--- src/rtl/icarus_work_sender.sv ---
// icarus_work_sender: sends one 64-byte Icarus work packet over a UART TX line,
// then collects 4-byte golden-nonce replies on the UART RX line until a reply
// window expires. One clock, synchronous active-low reset.
module icarus_work_sender #(
  parameter int CLOCK          = 25000000,
  parameter int BAUD           = 115200,
  parameter int TIMEOUT_CYCLES = 25000000
) (
  input  logic         clk,
  input  logic         rst_n,
  input  logic [255:0] midstate,
  input  logic [255:0] data2,
  input  logic         start,
  output logic         tx,
  input  logic         rx,
  output logic         busy,
  output logic [31:0]  nonce,
  output logic         nonce_valid,
  output logic         done
);

  localparam int DIV  = CLOCK / BAUD;
  localparam int HALF = DIV / 2;
  localparam int CW   = $clog2(DIV);
  localparam int TW   = (TIMEOUT_CYCLES > 1) ? $clog2(TIMEOUT_CYCLES + 1) : 1;

  localparam logic [CW-1:0] DIV_LAST   = CW'(DIV - 1);
  localparam logic [CW-1:0] HALF_LAST  = CW'(HALF - 1);
  localparam logic [TW-1:0] TIMER_LOAD = TW'(TIMEOUT_CYCLES);

  typedef enum logic [1:0] {
    IDLE,
    SEND,
    WAIT
  } state_t;

  typedef enum logic [1:0] {
    RX_HUNT,
    RX_START,
    RX_DATA,
    RX_STOP
  } rx_state_t;

  // Controller state and transmitter
  state_t         state_q,   state_d;
  logic [511:0]   shift_q,   shift_d;
  logic [5:0]     tx_byte_q, tx_byte_d;
  logic [3:0]     tx_bit_q,  tx_bit_d;
  logic [CW-1:0]  tx_cnt_q,  tx_cnt_d;
  logic           tx_q,      tx_d;
  logic           busy_q,    busy_d;
  logic [TW-1:0]  timer_q,   timer_d;

  // Nonce assembly; only the three older bytes need storing, the fourth
  // arrives on the same cycle the word is published
  logic [1:0]     rx_count_q, rx_count_d;
  logic [23:0]    asm_q,      asm_d;
  logic [31:0]    nonce_q,    nonce_d;
  logic           nonce_valid_q, nonce_valid_d;
  logic           done_q,     done_d;

  // Receiver
  logic           rx_s1_q, rx_s1_d;
  logic           rx_s2_q, rx_s2_d;
  logic           rx_s3_q, rx_s3_d;
  rx_state_t      rx_state_q, rx_state_d;
  logic [CW-1:0]  rx_cnt_q,   rx_cnt_d;
  logic [2:0]     rx_bit_q,   rx_bit_d;
  logic [7:0]     rx_shift_q, rx_shift_d;
  logic [7:0]     rx_byte_q,  rx_byte_d;
  logic           rx_good_q,  rx_good_d;
  logic           rx_ferr_q,  rx_ferr_d;

  logic [7:0]     cur_byte;
  logic           accept;

  assign cur_byte = shift_q[511:504];
  assign accept   = start && (state_q != SEND);

  // Next-state logic for the controller, the transmitter and the receiver
  always_comb begin
    state_d       = state_q;
    shift_d       = shift_q;
    tx_byte_d     = tx_byte_q;
    tx_bit_d      = tx_bit_q;
    tx_cnt_d      = tx_cnt_q;
    tx_d          = tx_q;
    busy_d        = busy_q;
    timer_d       = timer_q;
    rx_count_d    = rx_count_q;
    asm_d         = asm_q;
    nonce_d       = nonce_q;
    nonce_valid_d = 1'b0;
    done_d        = 1'b0;

    rx_s1_d       = rx;
    rx_s2_d       = rx_s1_q;
    rx_s3_d       = rx_s2_q;
    rx_state_d    = rx_state_q;
    rx_cnt_d      = rx_cnt_q;
    rx_bit_d      = rx_bit_q;
    rx_shift_d    = rx_shift_q;
    rx_byte_d     = rx_byte_q;
    rx_good_d     = 1'b0;
    rx_ferr_d     = 1'b0;

    // Receiver: hunt for a falling edge, confirm the start bit at half a bit,
    // then sample each data bit and the stop bit one bit period apart
    case (rx_state_q)
      RX_HUNT: begin
        if (rx_s3_q && !rx_s2_q) begin
          rx_state_d = RX_START;
          rx_cnt_d   = '0;
        end
      end
      RX_START: begin
        if (rx_cnt_q == HALF_LAST) begin
          rx_cnt_d = '0;
          if (!rx_s2_q) begin
            rx_state_d = RX_DATA;
            rx_bit_d   = '0;
          end else begin
            rx_state_d = RX_HUNT;
          end
        end else begin
          rx_cnt_d = rx_cnt_q + CW'(1);
        end
      end
      RX_DATA: begin
        if (rx_cnt_q == DIV_LAST) begin
          rx_cnt_d   = '0;
          rx_shift_d = {rx_s2_q, rx_shift_q[7:1]};
          if (rx_bit_q == 3'd7) begin
            rx_state_d = RX_STOP;
          end else begin
            rx_bit_d = rx_bit_q + 3'd1;
          end
        end else begin
          rx_cnt_d = rx_cnt_q + CW'(1);
        end
      end
      RX_STOP: begin
        if (rx_cnt_q == DIV_LAST) begin
          rx_cnt_d   = '0;
          rx_state_d = RX_HUNT;
          if (rx_s2_q) begin
            rx_good_d = 1'b1;
            rx_byte_d = rx_shift_q;
          end else begin
            rx_ferr_d = 1'b1;
          end
        end else begin
          rx_cnt_d = rx_cnt_q + CW'(1);
        end
      end
      default: rx_state_d = RX_HUNT;
    endcase

    // Controller: frame bytes MSB byte first in SEND, gather nonces in WAIT
    case (state_q)
      IDLE: begin
      end
      SEND: begin
        if (tx_cnt_q == DIV_LAST) begin
          tx_cnt_d = '0;
          if (tx_bit_q == 4'd9) begin
            if (tx_byte_q == 6'd63) begin
              state_d    = WAIT;
              tx_d       = 1'b1;
              timer_d    = TIMER_LOAD;
              rx_count_d = '0;
            end else begin
              tx_byte_d = tx_byte_q + 6'd1;
              tx_bit_d  = '0;
              tx_d      = 1'b0;
              shift_d   = {shift_q[503:0], 8'h00};
            end
          end else begin
            tx_bit_d = tx_bit_q + 4'd1;
            tx_d     = (tx_bit_q == 4'd8) ? 1'b1 : cur_byte[tx_bit_q[2:0]];
          end
        end else begin
          tx_cnt_d = tx_cnt_q + CW'(1);
        end
      end
      WAIT: begin
        if (!start) begin
          if (timer_q <= TW'(1)) begin
            done_d     = 1'b1;
            busy_d     = 1'b0;
            state_d    = IDLE;
            rx_count_d = '0;
          end else begin
            timer_d = timer_q - TW'(1);
            if (rx_ferr_q) begin
              rx_count_d = '0;
            end else if (rx_good_q) begin
              asm_d = {asm_q[15:0], rx_byte_q};
              if (rx_count_q == 2'd3) begin
                nonce_d       = {asm_q, rx_byte_q};
                nonce_valid_d = 1'b1;
                rx_count_d    = '0;
              end else begin
                rx_count_d = rx_count_q + 2'd1;
              end
            end
          end
        end
      end
      default: state_d = IDLE;
    endcase

    // A new start in IDLE or WAIT latches work and begins the start bit of byte 0
    if (accept) begin
      state_d   = SEND;
      shift_d   = {midstate, data2};
      tx_byte_d = '0;
      tx_bit_d  = '0;
      tx_cnt_d  = '0;
      tx_d      = 1'b0;
      busy_d    = 1'b1;
    end
  end

  // Register update with synchronous reset to an idle line and empty counters
  always_ff @(posedge clk) begin
    if (!rst_n) begin
      state_q       <= IDLE;
      shift_q       <= '0;
      tx_byte_q     <= '0;
      tx_bit_q      <= '0;
      tx_cnt_q      <= '0;
      tx_q          <= 1'b1;
      busy_q        <= 1'b0;
      timer_q       <= '0;
      rx_count_q    <= '0;
      asm_q         <= '0;
      nonce_q       <= '0;
      nonce_valid_q <= 1'b0;
      done_q        <= 1'b0;
      rx_s1_q       <= 1'b1;
      rx_s2_q       <= 1'b1;
      rx_s3_q       <= 1'b1;
      rx_state_q    <= RX_HUNT;
      rx_cnt_q      <= '0;
      rx_bit_q      <= '0;
      rx_shift_q    <= '0;
      rx_byte_q     <= '0;
      rx_good_q     <= 1'b0;
      rx_ferr_q     <= 1'b0;
    end else begin
      state_q       <= state_d;
      shift_q       <= shift_d;
      tx_byte_q     <= tx_byte_d;
      tx_bit_q      <= tx_bit_d;
      tx_cnt_q      <= tx_cnt_d;
      tx_q          <= tx_d;
      busy_q        <= busy_d;
      timer_q       <= timer_d;
      rx_count_q    <= rx_count_d;
      asm_q         <= asm_d;
      nonce_q       <= nonce_d;
      nonce_valid_q <= nonce_valid_d;
      done_q        <= done_d;
      rx_s1_q       <= rx_s1_d;
      rx_s2_q       <= rx_s2_d;
      rx_s3_q       <= rx_s3_d;
      rx_state_q    <= rx_state_d;
      rx_cnt_q      <= rx_cnt_d;
      rx_bit_q      <= rx_bit_d;
      rx_shift_q    <= rx_shift_d;
      rx_byte_q     <= rx_byte_d;
      rx_good_q     <= rx_good_d;
      rx_ferr_q     <= rx_ferr_d;
    end
  end

  assign tx          = tx_q;
  assign busy        = busy_q;
  assign nonce       = nonce_q;
  assign nonce_valid = nonce_valid_q;
  assign done        = done_q;

endmodule

--- config.mk ---
export PLATFORM = sky130hd
export DESIGN_NAME = icarus_work_sender
export DESIGN_NICKNAME = d
export VERILOG_FILES = /design/src/rtl/icarus_work_sender.sv
export SDC_FILE = /design/constraint.sdc
export NUM_CORES = 2
export LEC_CHECK = 0
export BUFFER_PORTS_ARGS = -buffer_cell sky130_fd_sc_hd__buf_2
export CORE_MARGIN = 2
export CORE_UTILIZATION = 55
export DETAILED_ROUTE_END_ITERATION = 6
export PLACE_DENSITY = 0.8
export SLEW_MARGIN = 15
export SYNTH_ARGS = -nofsm -noshare
export SYNTH_HDL_FRONTEND = slang
export SYNTH_SLANG_ARGS = --single-unit
--- constraint.sdc ---
create_clock -name clk -period 3.1 [get_ports clk]
set_clock_uncertainty 0.1 [all_clocks]
set_input_delay 0.62 -clock clk [delete_from_list [all_inputs] [get_ports clk]]
set_output_delay 0.62 -clock clk [all_outputs]
set_load 0.03 [all_outputs]
Word level (Yosys, flattened, before mapping)
Index checks and enable logic that the tools add are counted.
W data, S select, Z words.
{"block": "totals", "regBits": 653, "in_bits": 516, "output_inout_bits": 36, "wordCells": 172}
{"block": "op_classes", "n_addsub": 7, "magnitude_cmp": 2, "eq_ne": 37, "n_mux": 62, "bitwise": 8, "n_reduce_logical": 32}
{"cell": "$mux W512", "count": 5}
{"cell": "$mux W25", "count": 5}
{"cell": "$pmux W25 S2", "count": 1}
{"cell": "$mux W2", "count": 19}
{"cell": "$mux W8", "count": 4}
{"cell": "$ne A2 B2 Y1 const B", "count": 16}
{"cell": "$reduce_and A6 Y1", "count": 5}
{"cell": "$le A25 B1 Y1 const B", "count": 1}
{"cell": "$sub A25 B1 Y25 const B", "count": 1}
{"cell": "$pmux W8 S3", "count": 1}
{"cell": "$add A8 B1 Y8 const B", "count": 2}
{"cell": "$eq A8 B8 Y1 const B", "count": 2}
{"cell": "$mux W1", "count": 16}
{"cell": "$ne A3 B3 Y1 const B", "count": 5}
{"cell": "$reduce_and A5 Y1", "count": 3}
{"cell": "$reduce_bool A2 Y1", "count": 7}
{"cell": "$mux W3", "count": 4}
{"cell": "$reduce_and A3 Y1", "count": 4}
{"cell": "$eq A2 B2 Y1 const B", "count": 4}
{"cell": "$eq A4 B4 Y1 const B", "count": 2}
{"cell": "$eq A8 B7 Y1 const B", "count": 1}
{"cell": "$mux W4", "count": 2}
{"cell": "$not A1 Y1", "count": 8}
{"cell": "$pmux W2 S4", "count": 1}
{"cell": "22 further kinds", "count": 29}

Logic depth before layout (Yosys ltp)
{"block": "depth", "ltp_word": 7, "mapped_depth": 10, "depth_no_buf": 7}

Least setup slack after synthesis
OpenSTA, ideal clock, no wires.
{"block": "synth_path", "kind": "register to register", "start": "register timer_q[9]", "end": "register timer_q[21]", "setup_time_ns": 0.100, "t_arrival_ns": 2.395, "required_time_ns": 2.900, "setup_slack_ns": 0.506, "path_stages_with_launch": 9, "n_path_buf": 3, "path_cell_list": "dfxtp_1 > or4_1 > buf_2 > or4_1 > buf_6 > nor3_4 > buf_6 > nor4_1 > a2111oi_4"}
{"block": "synth_between", "elab_chain_cells": 4, "word_cells_on_any_way": 7, "classes_between": "add/sub (1); order compare (1); eq/ne (1); mux (3); reduce/logical (1)"}
{"element": "start: declaration", "line_no": "52", "source": "logic [TW-1:0] timer_q, timer_d;"}
{"element": "start signal: assignment", "line_no": "259", "source": "timer_q <= timer_d;"}
{"element": "$sub A25 B1 Y25", "line_no": "194", "source": "timer_d = timer_q - TW'(1);"}
{"element": "$mux W25", "line_no": "188", "source": "if (timer_q <= TW'(1)) begin"}
{"element": "$mux W25", "line_no": "187", "source": "if (!start) begin"}
{"element": "$pmux W25 S2", "line_no": "160", "source": "case (state_q)"}
Parallel ways exist; a longest one is shown, timed or not. The select of a mux whose other input is x is not followed.
A chain may end at the register's enable or synchronous reset.

Final worst setup path
{"block": "layout_path", "start": "register timer_q[0]", "end": "register timer_q[14]"}
The elaborated chain is that of the path after synthesis.

==> run_results.csv <==
group,metric,value,unit
status,status,"finished clean",
clock_tree,clock-sinks,653,
clock_tree,htreeDepth,3,
yosys,syn_nets,4078,
detailed_routing,wire_per_inst,17.4,um
floorplan,die_area,0.0525,mm^2
detailed_routing,routed_wl,81100,um
setup_path,reg2reg_from,"timer_q[0]$_SDFFE_PN0P_",
clock_tree,cts_setup_buffers,0,
yosys,ys_async_sr_fraction,0,
setup_path,critPathRequiredTime,3.50,ns
timing,hold_viol,0,
global_routing,grt_max_degree,176,
timing,relSlewSlack,0.233,
yosys,postSynthCellCount,3549,
placement,port_buffers,551,
global_routing,track_usage,0.292,
clock_tree,cts_tree,"done",
finish,final_layout_size_suffix_gt1_frac,0.188,
setup_path,crit_path_start,"timer_q[0]$_SDFFE_PN0P_",
yosys,yosysTopAreaCellShare,0.469,
hold_path,holdPathStages,2,
finish,final_nets,4426,
yosys,synth_seq_cells,653,
timing,finalCritPeriodShare,0.923,
clock_tree,clk_pin_slew,0.06,ns
yosys,synth_area_leaders,"dfxtp_1 47%, a311oi_1 16%, nand2_1 15%, nor2_1 7.8%, clkbuf_1 4.1%",
yosys,synth_cell_type_count,63,
power,power_switching,5.15,mW
hold_path,hp-class,"in -> reg",
floorplan,start_util,0.556,
clock_tree,cts_buffers,68,
run,max_cap_viol_count,0,
floorplan,io_pins,552,
detailed_routing,first_iter_violations,2360,
yosys,synth_ff_type,"dfxtp_1",
placement,hpwlAfterDp,53300,um
floorplan,die_h,229,um
hold_path,hold_start,"rx",
finish,syn2layout_area_growth,19.8,%
clock_tree,root_buffer,"clkbuf_16",
timing,rsz0062_at_grt,"false",
detailed_routing,drt_pass1_iterations,6,
detailed_routing,ant_nets,0,
hold_path,hold_end,"rx_s1_q$_SDFF_PN1_",
yosys,synth.cell_area,0.0278,mm^2
finish,fillerInstances,4245,
detailed_routing,vias,26800,
timing,maxSlewViolCount,0,
timing,fin_tns_setup,0,ns
placement,gp_congestion,0.881,
timing,fmaxAchievable,350,MHz
yosys,yosysTopAreaCell,"dfxtp_1",
setup_path,cp-start-kind,"flip-flop",
power,powerDensity,603,mW/mm^2
power,power_frac_comb,0.118,
setup_path,reg2reg_to,"timer_q[14]$_SDFFE_PN0P_",
power,internal_power,15.0,mW
setup_path,end_kind,"flip-flop",
setup_path,worst-r2r-setup-slack,0.24,ns
global_routing,grt_antenna_before_repair,60,
power,leakagePower,13.0,nW
detailed_routing,avgViaCountPerCell,5.76,
yosys,yosys_warnings,0,
floorplan,rows,82,
clock_tree,cts_resized,0,
floorplan,fp.dieW,229,um
global_routing,grt_pass1_vias,24300,
power,switching_share,0.256,
timing,setup_viol,0,
finish,final_cell_mix,"1,079 x nand2_1, 653 x dfxtp_1, 582 x nor2_1, 551 x buf_2, 504 x a311oi_1",
setup_path,path_class,"reg -> reg",
yosys,ys_seq_area_frac,0.469,
detailed_routing,drc,0,
clock_tree,clk_path_buf_depth,3,
clock_tree,ctsHoldBuffers,0,
yosys,synth-edff-count,0,
finish,final_common_cell,"nand2_1",
floorplan,fp.coreArea,0.0501,mm^2
finish,fin_util,0.667,
power,peakVddDrop,0.470,mV
global_routing,grt_first_pass_wirelength,126000,um
global_routing,grt_overflow_total,0,
clock_tree,clock_latency,0.60,ns
setup_path,path_max_fanout,11,
setup_path,arrival,3.26,ns
yosys,avgSynthCellArea,7.85,um^2
power,pwr-share-clk,0.412,
power,power_frac_seq,0.470,
timing,worstMarginPinSlew,1.14,ns
timing,fin_crit,2.86,ns
setup_path,reg2reg_depth,7,
-- cell usage after synthesis (4+ instances only) --
cell type / number
a211oi_1: 5
a21oi_1: 38
a311oi_1: 504
a31oi_1: 10
and2_1: 4
and3_1: 6
buf_1: 7
buf_2: 6
buf_6: 4
clkbuf_1: 306
dfxtp_1: 653
ha_1: 13
inv_1: 16
mux2i_1: 45
nand2_1: 1080
nand2b_1: 6
nand3_1: 49
nand3b_1: 4
nand4_1: 9
nor2_1: 582
nor3_1: 10
nor4_1: 12
o2111ai_1: 4
o211ai_1: 8
o21a_1: 5
o21ai_0: 42
o21ai_1: 6
o31a_1: 4
o31ai_1: 15
or2_2: 8
or3_1: 13
or4_1: 20
xnor2_1: 6
xor2_1: 8
-- cells by family (layout without fill, tap and decap cells) --
family                   count (synthesis)  after routing  synth area share
multiplexers                            47             47            0.0178
other                                    0             40                 0
buffers and inverters                  344            740            0.0482
AND/OR/NAND/NOR                       1820           1820             0.260
XOR/XNOR                                14             14           0.00440
flip-flops                             653            653             0.469
AO/OA/AOI/OAI                          658            658             0.194
adder cells (fa/ha/maj)                 13             13           0.00584
-- how the worst max path moves through the flow --
stage | cells past startpoint | slack [ns] | end
after global placement | 6 | 0.38 | timer_q[12]$_SDFFE_PN0P_
after CTS | 7 | 0.27 | timer_q[14]$_SDFFE_PN0P_
after floorplan | 8 | 0.51 | timer_q[21]$_SDFFE_PN0P_
after global routing | 7 | 0.06 | timer_q[14]$_SDFFE_PN0P_
final | 7 | 0.24 | timer_q[14]$_SDFFE_PN0P_
after detailed placement | 7 | 0.33 | timer_q[14]$_SDFFE_PN0P_
-- flip-flops by register name (all words and copies together) (netlist names), 3 cells and up, named ones only --
name        cells
tx_bit_q        4
nonce          32
shift_q       512
rx_byte_q       8
rx_shift_q      8
tx_cnt_q        8
rx_bit_q        3
tx_byte_q       6
rx_cnt_q        8
asm_q          24
timer_q        25
-- critical path, stage by stage, from the launching register on --
cell and delay (ns):
dfxtp_1 0.36, inv_1 0.08, ha_1 0.18, or4b_2 0.67, nor4_1 0.19, o21ai_0 0.43
or2_2 0.47, a2111oi_2 0.29
-- layer usage --
layer  share of wire  track usage  vias to the layer above
met5          0.0037            0                        -
met4           0.030        0.114                       48
met3           0.077       0.0801                      191
met2            0.48        0.475                      828
met1            0.41        0.370                    12600
li1                -            -                    13200
-- cell type report --
class                           count  area [um^2]  share of cell area
Tap cell                          672          841              0.0252
Inverter                           17         71.3             0.00214
Timing Repair Buffer              605         3540               0.106
Multi-Input combinational cell   2552        13500               0.403
Clock buffer                      102         2120              0.0636
Clock inverter                     16          168             0.00502
Antenna cell                       40          100             0.00300
Sequential cell                   653        13100               0.392
-- power groups by stage --
stage	sequential (mW)	combinational [mW]	clock [mW]
floorplan	9.50	1.65	0
global placement	9.62	2.30	0
detailed placement	9.62	2.35	0
CTS	9.45	2.37	8.41
global route	9.53	2.66	8.73
finish	9.46	2.38	8.29
-- per-stage QoR --
stage          power, mW  area, um^2  setup slack [ns]  instances  hold slack, ns
6_report            20.1       33400             0.239       4657           0.110
5_1_grt             20.9       33300            0.0646       4648          0.0981
4_1_cts             20.2       33300             0.269       4617          0.0734
3_5_place_dp        12.0       31000             0.328       4499           0.297
3_3_place_gp        11.9       31000             0.379       4499           0.289
2_1_floorplan       11.2       27800             0.506       3549           0.286
(Power assumes the default switching activity.)
